$ cat config.mk
export PLATFORM = sky130hd
export DESIGN_NAME = booth_mult_param_flat
export DESIGN_NICKNAME = d
export VERILOG_FILES = /design/src/rtl/booth_mult_param_if.sv /design/src/rtl/booth_mult_param.sv /design/src/flat_wrapper.sv
export SDC_FILE = /design/constraint.sdc
export NUM_CORES = 1
export LEC_CHECK = 0
export CORE_MARGIN = 3
export CORE_UTILIZATION = 42
export DETAILED_ROUTE_END_ITERATION = 8
export PLACE_DENSITY = 0.73
export SYNTH_ARGS = -nofsm -noshare
export SYNTH_HDL_FRONTEND = slang
export SYNTH_SLANG_ARGS = --single-unit
$ cat constraint.sdc
create_clock -name clk -period 4.2 [get_ports clk]
set_clock_uncertainty 0.1 [all_clocks]
set_input_delay 1.05 -clock clk [delete_from_list [all_inputs] [get_ports clk]]
set_output_delay 1.05 -clock clk [all_outputs]
set_load 0.03 [all_outputs]
$ cat src/rtl/booth_mult_param_if.sv
// Shared operand/product bus for booth_mult_param: one W-bit operand bus in,
// one W-bit tagged product bus out, plus the start/ready handshake.
interface booth_mult_param_if #(
   parameter int W = 8
);
   logic [W-1:0] inbus;
   logic         start;
   logic         signed_mode;
   logic [W-1:0] outbus;
   logic         out_valid;
   logic         out_hi;
   logic         ready;

   modport master (
      output inbus, start, signed_mode,
      input  outbus, out_valid, out_hi, ready
   );

   modport slave (
      input  inbus, start, signed_mode,
      output outbus, out_valid, out_hi, ready
   );
endinterface

$ cat src/rtl/booth_mult_param.sv
// Multi-cycle Booth multiplier (radix 2 or 4), signed/unsigned at run time.
// Operands arrive on consecutive cycles; the 2W-bit product leaves as two beats.
module booth_mult_param #(
   parameter int W     = 8,
   parameter int RADIX = 4
) (
   input  logic                  clk,
   input  logic                  rst,
   booth_mult_param_if.slave     bus
);
   // Two extra bits make unsigned operands look non-negative to the Booth recoder.
   localparam int M  = W + 2;
   localparam int AW = M + 2;
   localparam int S  = (RADIX == 2) ? 1 : 2;
   localparam int N  = (RADIX == 2) ? M : M / 2;
   localparam int CW = $clog2(N + 1);

   typedef enum logic [2:0] {IDLE, LOADY, CALC, OUTLO, OUTHI} state_t;

   state_t          state_reg, state_next;
   logic [M-1:0]    x_reg;
   logic [M-1:0]    y_reg;
   logic [AW-1:0]   a_reg;
   logic            yprev_reg;
   logic            mode_reg;
   logic [CW-1:0]   cnt_reg;

   logic [AW-1:0]   x_ext;
   logic [AW-1:0]   addend;
   logic signed [AW+M:0] cat;
   logic signed [AW+M:0] shifted;
   logic [2*W-1:0]  prod;

   function automatic logic [M-1:0] extend(input logic [W-1:0] v, input logic s);
      return {{(M-W){s & v[W-1]}}, v};
   endfunction

   assign x_ext = {{(AW-M){x_reg[M-1]}}, x_reg};

   generate
      if (RADIX == 2) begin : g_r2
         always_comb begin
            addend = '0;
            case ({y_reg[0], yprev_reg})
               2'b10:   addend = -x_ext;
               2'b01:   addend = x_ext;
               default: addend = '0;
            endcase
         end
      end else begin : g_r4
         logic [AW-1:0] x2;
         assign x2 = {x_ext[AW-2:0], 1'b0};
         always_comb begin
            addend = '0;
            case ({y_reg[1:0], yprev_reg})
               3'b001, 3'b010: addend = x_ext;
               3'b011:         addend = x2;
               3'b100:         addend = -x2;
               3'b101, 3'b110: addend = -x_ext;
               default:        addend = '0;
            endcase
         end
      end
   endgenerate

   assign cat     = {a_reg + addend, y_reg, yprev_reg};
   assign shifted = cat >>> S;
   assign prod    = (2*W)'({a_reg, y_reg});

   always_ff @(posedge clk or posedge rst) begin
      if (rst) state_reg <= IDLE;
      else     state_reg <= state_next;
   end

   always_comb begin
      state_next = state_reg;
      case (state_reg)
         IDLE:    if (bus.start) state_next = LOADY;
         LOADY:   state_next = CALC;
         CALC:    if (cnt_reg == CW'(1)) state_next = OUTLO;
         OUTLO:   state_next = OUTHI;
         OUTHI:   state_next = IDLE;
         default: state_next = IDLE;
      endcase
   end

   always_ff @(posedge clk or posedge rst) begin
      if (rst) begin
         x_reg     <= '0;
         y_reg     <= '0;
         a_reg     <= '0;
         yprev_reg <= 1'b0;
         mode_reg  <= 1'b0;
         cnt_reg   <= '0;
      end else begin
         case (state_reg)
            IDLE: begin
               if (bus.start) begin
                  x_reg    <= extend(bus.inbus, bus.signed_mode);
                  mode_reg <= bus.signed_mode;
               end
            end
            LOADY: begin
               y_reg     <= extend(bus.inbus, mode_reg);
               a_reg     <= '0;
               yprev_reg <= 1'b0;
               cnt_reg   <= CW'(N);
            end
            CALC: begin
               a_reg     <= shifted[AW+M:M+1];
               y_reg     <= shifted[M:1];
               yprev_reg <= shifted[0];
               cnt_reg   <= cnt_reg - CW'(1);
            end
            default: ;
         endcase
      end
   end

   // Outputs decode straight from state so an async reset clears them at once.
   assign bus.ready     = (state_reg == IDLE);
   assign bus.out_valid = (state_reg == OUTLO) || (state_reg == OUTHI);
   assign bus.out_hi    = (state_reg == OUTHI);
   assign bus.outbus    = (state_reg == OUTLO) ? prod[W-1:0] :
                          (state_reg == OUTHI) ? prod[2*W-1:W] : '0;
endmodule

$ cat src/flat_wrapper.sv
// flat-port wrapper written by rule: the top's interface ports become plain ports
module booth_mult_param_flat 
#(
   parameter int W     = 8,
   parameter int RADIX = 4
)
  (clk, rst, bus_inbus, bus_start, bus_signed_mode, bus_outbus, bus_out_valid, bus_out_hi, bus_ready);
  booth_mult_param_if #(.W(W)) bus_i ();
  input  logic clk;
  input  logic rst;
  input wire logic [$bits(bus_i.inbus)-1:0] bus_inbus;
  input wire logic [$bits(bus_i.start)-1:0] bus_start;
  input wire logic [$bits(bus_i.signed_mode)-1:0] bus_signed_mode;
  output wire logic [$bits(bus_i.outbus)-1:0] bus_outbus;
  output wire logic [$bits(bus_i.out_valid)-1:0] bus_out_valid;
  output wire logic [$bits(bus_i.out_hi)-1:0] bus_out_hi;
  output wire logic [$bits(bus_i.ready)-1:0] bus_ready;
  assign bus_i.inbus = bus_inbus;
  assign bus_i.start = bus_start;
  assign bus_i.signed_mode = bus_signed_mode;
  assign bus_outbus = bus_i.outbus;
  assign bus_out_valid = bus_i.out_valid;
  assign bus_out_hi = bus_i.out_hi;
  assign bus_ready = bus_i.ready;
  booth_mult_param #(.W(W), .RADIX(RADIX)) u_core (.clk(clk), .rst(rst), .bus(bus_i));
endmodule
==> impl_metrics.py, run 1 <==
metrics = {
    "sta": {
        "fin_crit_sh_pct": 92.84,
        "hold_viol": 0,
        "fmax_ghz": 0.2564,
        "final.setup.tns_ns": 0,
        "setup_viol": 0,
        "rsz0062_at_grt": "no",
        "drv_slew": 0,
        "worstMarginPinSlew_ns": 0.6608,
        "finalCriticalPeriod_ns": 3.899,
        "slew_headroom_pct": 55.95,
    },
    "clock_network": {
        "cts-root-buf": "clkbuf_8",
        "cts.sinks": 37,
        "ctsHoldBuffers": 0,
        "cts_setup_buffers": 0,
        "clkLatencyLatePin_ns": 0.29,
        "tritoncts": "done",
        "cts.clk_slew.worst_paths_ns": 0.08,
        "numCtsBuffers": 5,
        "clk_path_buf_depth": 2,
        "htree_levels": 2,
    },
    "critical_path": {
        "r2r_cells": 15,
        "cp_max_fo": 6,
        "r2r_slack_ns": 0.30,
        "r2r_end": "u_core.a_reg[10]$_DFFE_PP0N_",
        "crit_path_end_kind": "flip-flop",
        "critPathArrivalTime_ns": 3.98,
        "crit_end": "u_core.a_reg[10]$_DFFE_PP0N_",
        "cp.required_ns": 4.28,
        "rr_startpoint": "u_core.x_reg[1]$_DFFE_PP0P_",
        "cp-start-kind": "flip-flop",
        "cp-startpoint": "u_core.x_reg[1]$_DFFE_PP0P_",
        "crit_type": "reg2reg",
    },
    "floorplanning": {
        "ios": 23,
        "rows": 28,
        "die_y_um": 86.44,
        "die_w_um": 86.44,
        "die-area_um2": 7472,
        "core_um2": 6096,
        "start_util_pct": 44.58,
    },
    "synthesis": {
        "ys_types": 56,
        "syn_inst": 321,
        "synth_nets": 348,
        "synthFlopType": "dfrtp_1",
        "synth_seq_cells": 37,
        "synth_edf_count": 0,
        "syn_area_per_cell_um2": 8.466,
        "synth_async_sr_flop_share_pct": 100.0,
        "syn_area_um2": 2718,
        "seq_area_frac_synth_pct": 34.07,
        "yosys_warnings": 0,
    },
    "finish": {
        "final_common_cell": "nand2_1",
        "fillers": 582,
        "ff_latch_area_um2": 927.1,
        "layout_common_cells": "nand2_1, dfrtp_1, o21ai_0",
        "multi_input_area_um2": 1638,
        "drive_above_1_share_pct": 10.36,
        "fin_nets": 364,
        "antenna_cells": 0,
        "finalNonFillerCells": 413,
        "areaGrowthSynthToFinish_pct": 14.36,
    },
    "drt": {
        "vias": 2388,
        "drt_first_pass_iters": 4,
        "postRouteAntennaNets": 0,
        "viasPerCell": 5.782,
        "finalWirelength_um": 6756,
        "detail_route.wl_per_cell_um": 16.36,
        "drc": 0,
        "drt_iter0_drc": 190,
    },
    "global_route": {
        "grt_start_max_net_pins": 38,
        "track_usage_pct": 19.38,
        "grt_pass1_vias": 2306,
        "overflow": 0,
        "grt_first_pass_wirelength_um": 11460,
        "antenna_found_initial": 0,
    },
    "placement": {
        "dp.cells": 405,
        "portBuffers": 22,
        "gp_congestion": 0.8945,
        "hpwlAfterDp_um": 4899,
    },
    "worst_hold_path": {
        "min_path_type": "reg2reg",
    },
    "run_status": {
        "outcome": "complete, no violations",
    },
    "job": {
        "cap_viol_max_count": 0,
    },
}
-- Yosys cell counts, types with 2 or more instances --
cell	instances	area share [%]
mux2_2	6	2.5
mux2i_1	10	3.7
inv_1	17	2.3
a21oi_2	2	0.64
nand3_1	5	0.92
o21ai_0	35	6.4
buf_1	2	0.28
a211oi_1	2	0.55
clkbuf_1	12	1.7
and2_1	3	0.69
a22o_1	9	2.9
nor2_1	28	3.9
o31ai_1	2	0.55
a21o_1	3	0.83
xnor2_1	9	2.9
a21oi_1	14	2.6
nor2b_1	2	0.46
a221o_1	2	0.74
dfrtp_1	37	34
ha_1	14	6.4
nor3_1	6	1.1
nand4_1	2	0.46
xor2_1	8	2.6
nand2b_1	4	0.92
buf_6	3	1.2
nand2_1	43	5.9
o21ai_1	3	0.55
a31oi_1	3	0.69
o22ai_1	6	1.4
o211ai_1	3	0.83
-- per-layer routing --
layer	GRT usage (%)	vias up	part of all wire, %
met1	28.03	1138	47
met4	5.099	0	1.1
met3	4.183	9	6.6
met5	0	-	0
li1	-	1167	-
met2	29.42	74	45
-- critical path: stages, from the launching register on --
cell and delay [ns]:
dfrtp_2 0.45, inv_1 0.09, ha_2 0.21, or4b_4 0.51, o21ai_1 0.17, xnor2_1 0.10
a22oi_1 0.19, nor2_1 0.06, a221o_1 0.28, ha_1 0.35, a2111o_1 0.41, o2111ai_2 0.19
a311o_1 0.21, xor2_1 0.18, o21ai_0 0.09, a22o_1 0.19
-- metrics by stage --
stage	instance area [um2]	utilization [%]	worst slack, ns	hold WS (ns)
finish	3108	50.99	0.3006	0.4007
global route	3108	50.99	0.01886	0.4289
CTS	3098	50.82	0.2345	0.4035
detailed placement	2978	48.85	0.2738	0.3826
global placement	2978	48.85	0.3668	0.3773
floorplan	2718	-	0.5382	0.3563
-- kinds of logic after synthesis --
kind of cell	after synthesis	synth area share, %
mux	16	6.169
flops	37	34.07
simple gates	104	18.09
compound gates	95	22.42
fa+ha+maj	15	7.182
buf+inv	36	5.985
xor+xnor	18	6.078
-- how the worst min path moves through the flow --
stage | cells after the start | start | endpoint
2_1_floorplan | 2 | u_core.a_reg[6]$_DFFE_PP0N_ | u_core.a_reg[6]$_DFFE_PP0N_
3_3_place_gp | 2 | u_core.a_reg[7]$_DFFE_PP0N_ | u_core.a_reg[7]$_DFFE_PP0N_
3_5_place_dp | 2 | u_core.a_reg[7]$_DFFE_PP0N_ | u_core.a_reg[7]$_DFFE_PP0N_
4_1_cts | 2 | u_core.a_reg[7]$_DFFE_PP0N_ | u_core.a_reg[7]$_DFFE_PP0N_
5_1_grt | 2 | u_core.a_reg[8]$_DFFE_PP0N_ | u_core.a_reg[8]$_DFFE_PP0N_
6_report | 2 | u_core.a_reg[8]$_DFFE_PP0N_ | u_core.a_reg[8]$_DFFE_PP0N_
-- final cells by class --
type,instances,share of cell area [%]
timing repair buffer,28,8.535
clock buffer,6,2.657
inverter,17,2.053
tap,75,3.019
clock inverter,2,1.208
multi-input combinational,248,52.70
sequential,37,29.83
-- timing repair --
action                                  4_1_cts  5_1_grt
hold endpoints to repair                      0        0
gates resized for setup                       0        4
endpoints found under the setup margin        0        1
Power of run 1 is not shown: default switching activity piles up to over one toggle a cycle in this logic, so the estimate is an artifact.
==> run 2: changes to the inputs <==
--- a/config.mk
+++ b/config.mk
@@ -8,6 +8,7 @@
 export CORE_MARGIN = 3
 export CORE_UTILIZATION = 42
 export DETAILED_ROUTE_END_ITERATION = 8
+export MAX_ROUTING_LAYER = met4
 export PLACE_DENSITY = 0.73
 export SYNTH_ARGS = -nofsm -noshare
 export SYNTH_HDL_FRONTEND = slang
==> impl_metrics.py, run 2 (synthesis results as in run 1) <==
metrics = {
    "floorplanning": {
        "die-area_um2": 7472,
        "start_util_pct": 44.58,
        "die_y_um": 86.44,
        "rows": 28,
        "ios": 23,
        "core_um2": 6096,
        "die_w_um": 86.44,
    },
    "sta": {
        "slew_headroom_pct": 57.50,
        "rsz0062_at_grt": "no",
        "fmax_ghz": 0.2539,
        "finalCriticalPeriod_ns": 3.938,
        "worstMarginPinSlew_ns": 0.6376,
        "fin_crit_sh_pct": 93.76,
        "setup_viol": 0,
        "whs_ns": 0.3944,
        "drv_slew": 0,
        "worst_slack_ns": 0.2619,
        "hold_viol": 0,
        "final.setup.tns_ns": 0,
    },
    "clock_network": {
        "cts.sinks": 37,
        "numCtsBuffers": 5,
        "clk_path_buf_depth": 2,
        "cts-root-buf": "clkbuf_8",
        "ctsHoldBuffers": 0,
        "cts.clk_slew.worst_paths_ns": 0.08,
        "clkLatencyLatePin_ns": 0.29,
        "htree_levels": 2,
        "tritoncts": "done",
    },
    "global_route": {
        "grt_pass1_vias": 2254,
        "grt_start_max_net_pins": 38,
        "track_usage_pct": 19.58,
        "antenna_found_initial": 0,
        "grt_first_pass_wirelength_um": 11180,
        "overflow": 0,
    },
    "drt": {
        "detail_route.wl_per_cell_um": 16.18,
        "finalWirelength_um": 6683,
        "viasPerCell": 5.799,
        "vias": 2395,
        "drt_first_pass_iters": 5,
        "drc": 0,
        "drt_iter0_drc": 178,
        "postRouteAntennaNets": 0,
    },
    "critical_path": {
        "r2r_end": "u_core.a_reg[10]$_DFFE_PP0N_",
        "r2r_cells": 15,
        "cp.required_ns": 4.28,
        "cp_max_fo": 5,
        "cp-start-kind": "flip-flop",
        "crit_end": "u_core.a_reg[10]$_DFFE_PP0N_",
        "r2r_slack_ns": 0.26,
        "critPathArrivalTime_ns": 4.02,
        "rr_startpoint": "u_core.x_reg[0]$_DFFE_PP0P_",
        "crit_type": "reg2reg",
        "cp-startpoint": "u_core.x_reg[0]$_DFFE_PP0P_",
        "crit_path_end_kind": "flip-flop",
    },
    "finish": {
        "drive_above_1_share_pct": 9.763,
        "final_common_cell": "nand2_1",
        "antenna_cells": 0,
        "layout_common_cells": "nand2_1, dfrtp_1, o21ai_0",
        "areaGrowthSynthToFinish_pct": 14.32,
        "fin_nets": 364,
    },
    "placement": {
        "post-place-ws_ns": 0.2564,
        "portBuffers": 22,
        "hpwlAfterDp_um": 4939,
        "gp_congestion": 0.9067,
    },
    "run_status": {
        "outcome": "complete, no violations",
    },
    "worst_hold_path": {
        "min_path_type": "reg2reg",
    },
    "job": {
        "cap_viol_max_count": 0,
    },
}
[run 2: what timing repair did]
action | in CTS | in global routing
gates resized for setup | 0 | 2
setup buffers | 0 | 0
endpoints found under the setup margin | 0 | 1
[run 2: per-layer routing]
metal | share of wire [%] | track usage, %
met1 | 47 | 27.01
met2 | 46 | 28.79
met3 | 6.1 | 4.753
met4 | 1.6 | 5.382
met5 | 0 | -
[run 2: stage by stage]
stage | cells | util (%) | cell area (um2)
3_5_place_dp | 405 | 48.85 | 2978
3_3_place_gp | 405 | 48.85 | 2978
2_1_floorplan | 321 | - | 2718
5_1_grt | 413 | 50.96 | 3107
6_report | 413 | 50.96 | 3107
4_1_cts | 413 | 50.82 | 3098
[run 2: how the worst min path moves through the flow]
stage	startpoint	end	slack (ns)	depth (start not counted)
CTS	u_core.a_reg[7]$_DFFE_PP0N_	u_core.a_reg[7]$_DFFE_PP0N_	0.39	2
finish	u_core.a_reg[7]$_DFFE_PP0N_	u_core.a_reg[7]$_DFFE_PP0N_	0.39	2
floorplan	u_core.a_reg[6]$_DFFE_PP0N_	u_core.a_reg[6]$_DFFE_PP0N_	0.36	2
global route	u_core.a_reg[7]$_DFFE_PP0N_	u_core.a_reg[7]$_DFFE_PP0N_	0.42	2
global placement	u_core.a_reg[7]$_DFFE_PP0N_	u_core.a_reg[7]$_DFFE_PP0N_	0.38	2
detailed placement	u_core.a_reg[7]$_DFFE_PP0N_	u_core.a_reg[7]$_DFFE_PP0N_	0.38	2
[run 2: critical path: stages, from the launching register on]
cell       delay [ns]
dfrtp_1          0.42
inv_1            0.12
ha_2             0.22
or4b_4           0.52
o21ai_1          0.17
xnor2_1          0.11
a22oi_1          0.19
nor2_1           0.06
a221o_1          0.29
ha_1             0.34
a2111o_1         0.41
o2111ai_2        0.20
a311o_1          0.21
xor2_1           0.17
o21ai_0          0.09
a22o_1           0.19
[run 2: area by class of cell]
class	instances	area, um2
Fill cell	592	2989
Multi-Input combinational cell	248	1638
Sequential cell	37	925.9
Timing Repair Buffer	28	265.3
Tap cell	75	93.84
Clock buffer	6	82.58
Inverter	17	63.81
Clock inverter	2	37.54
Power of run 2 is left out for the same reason.
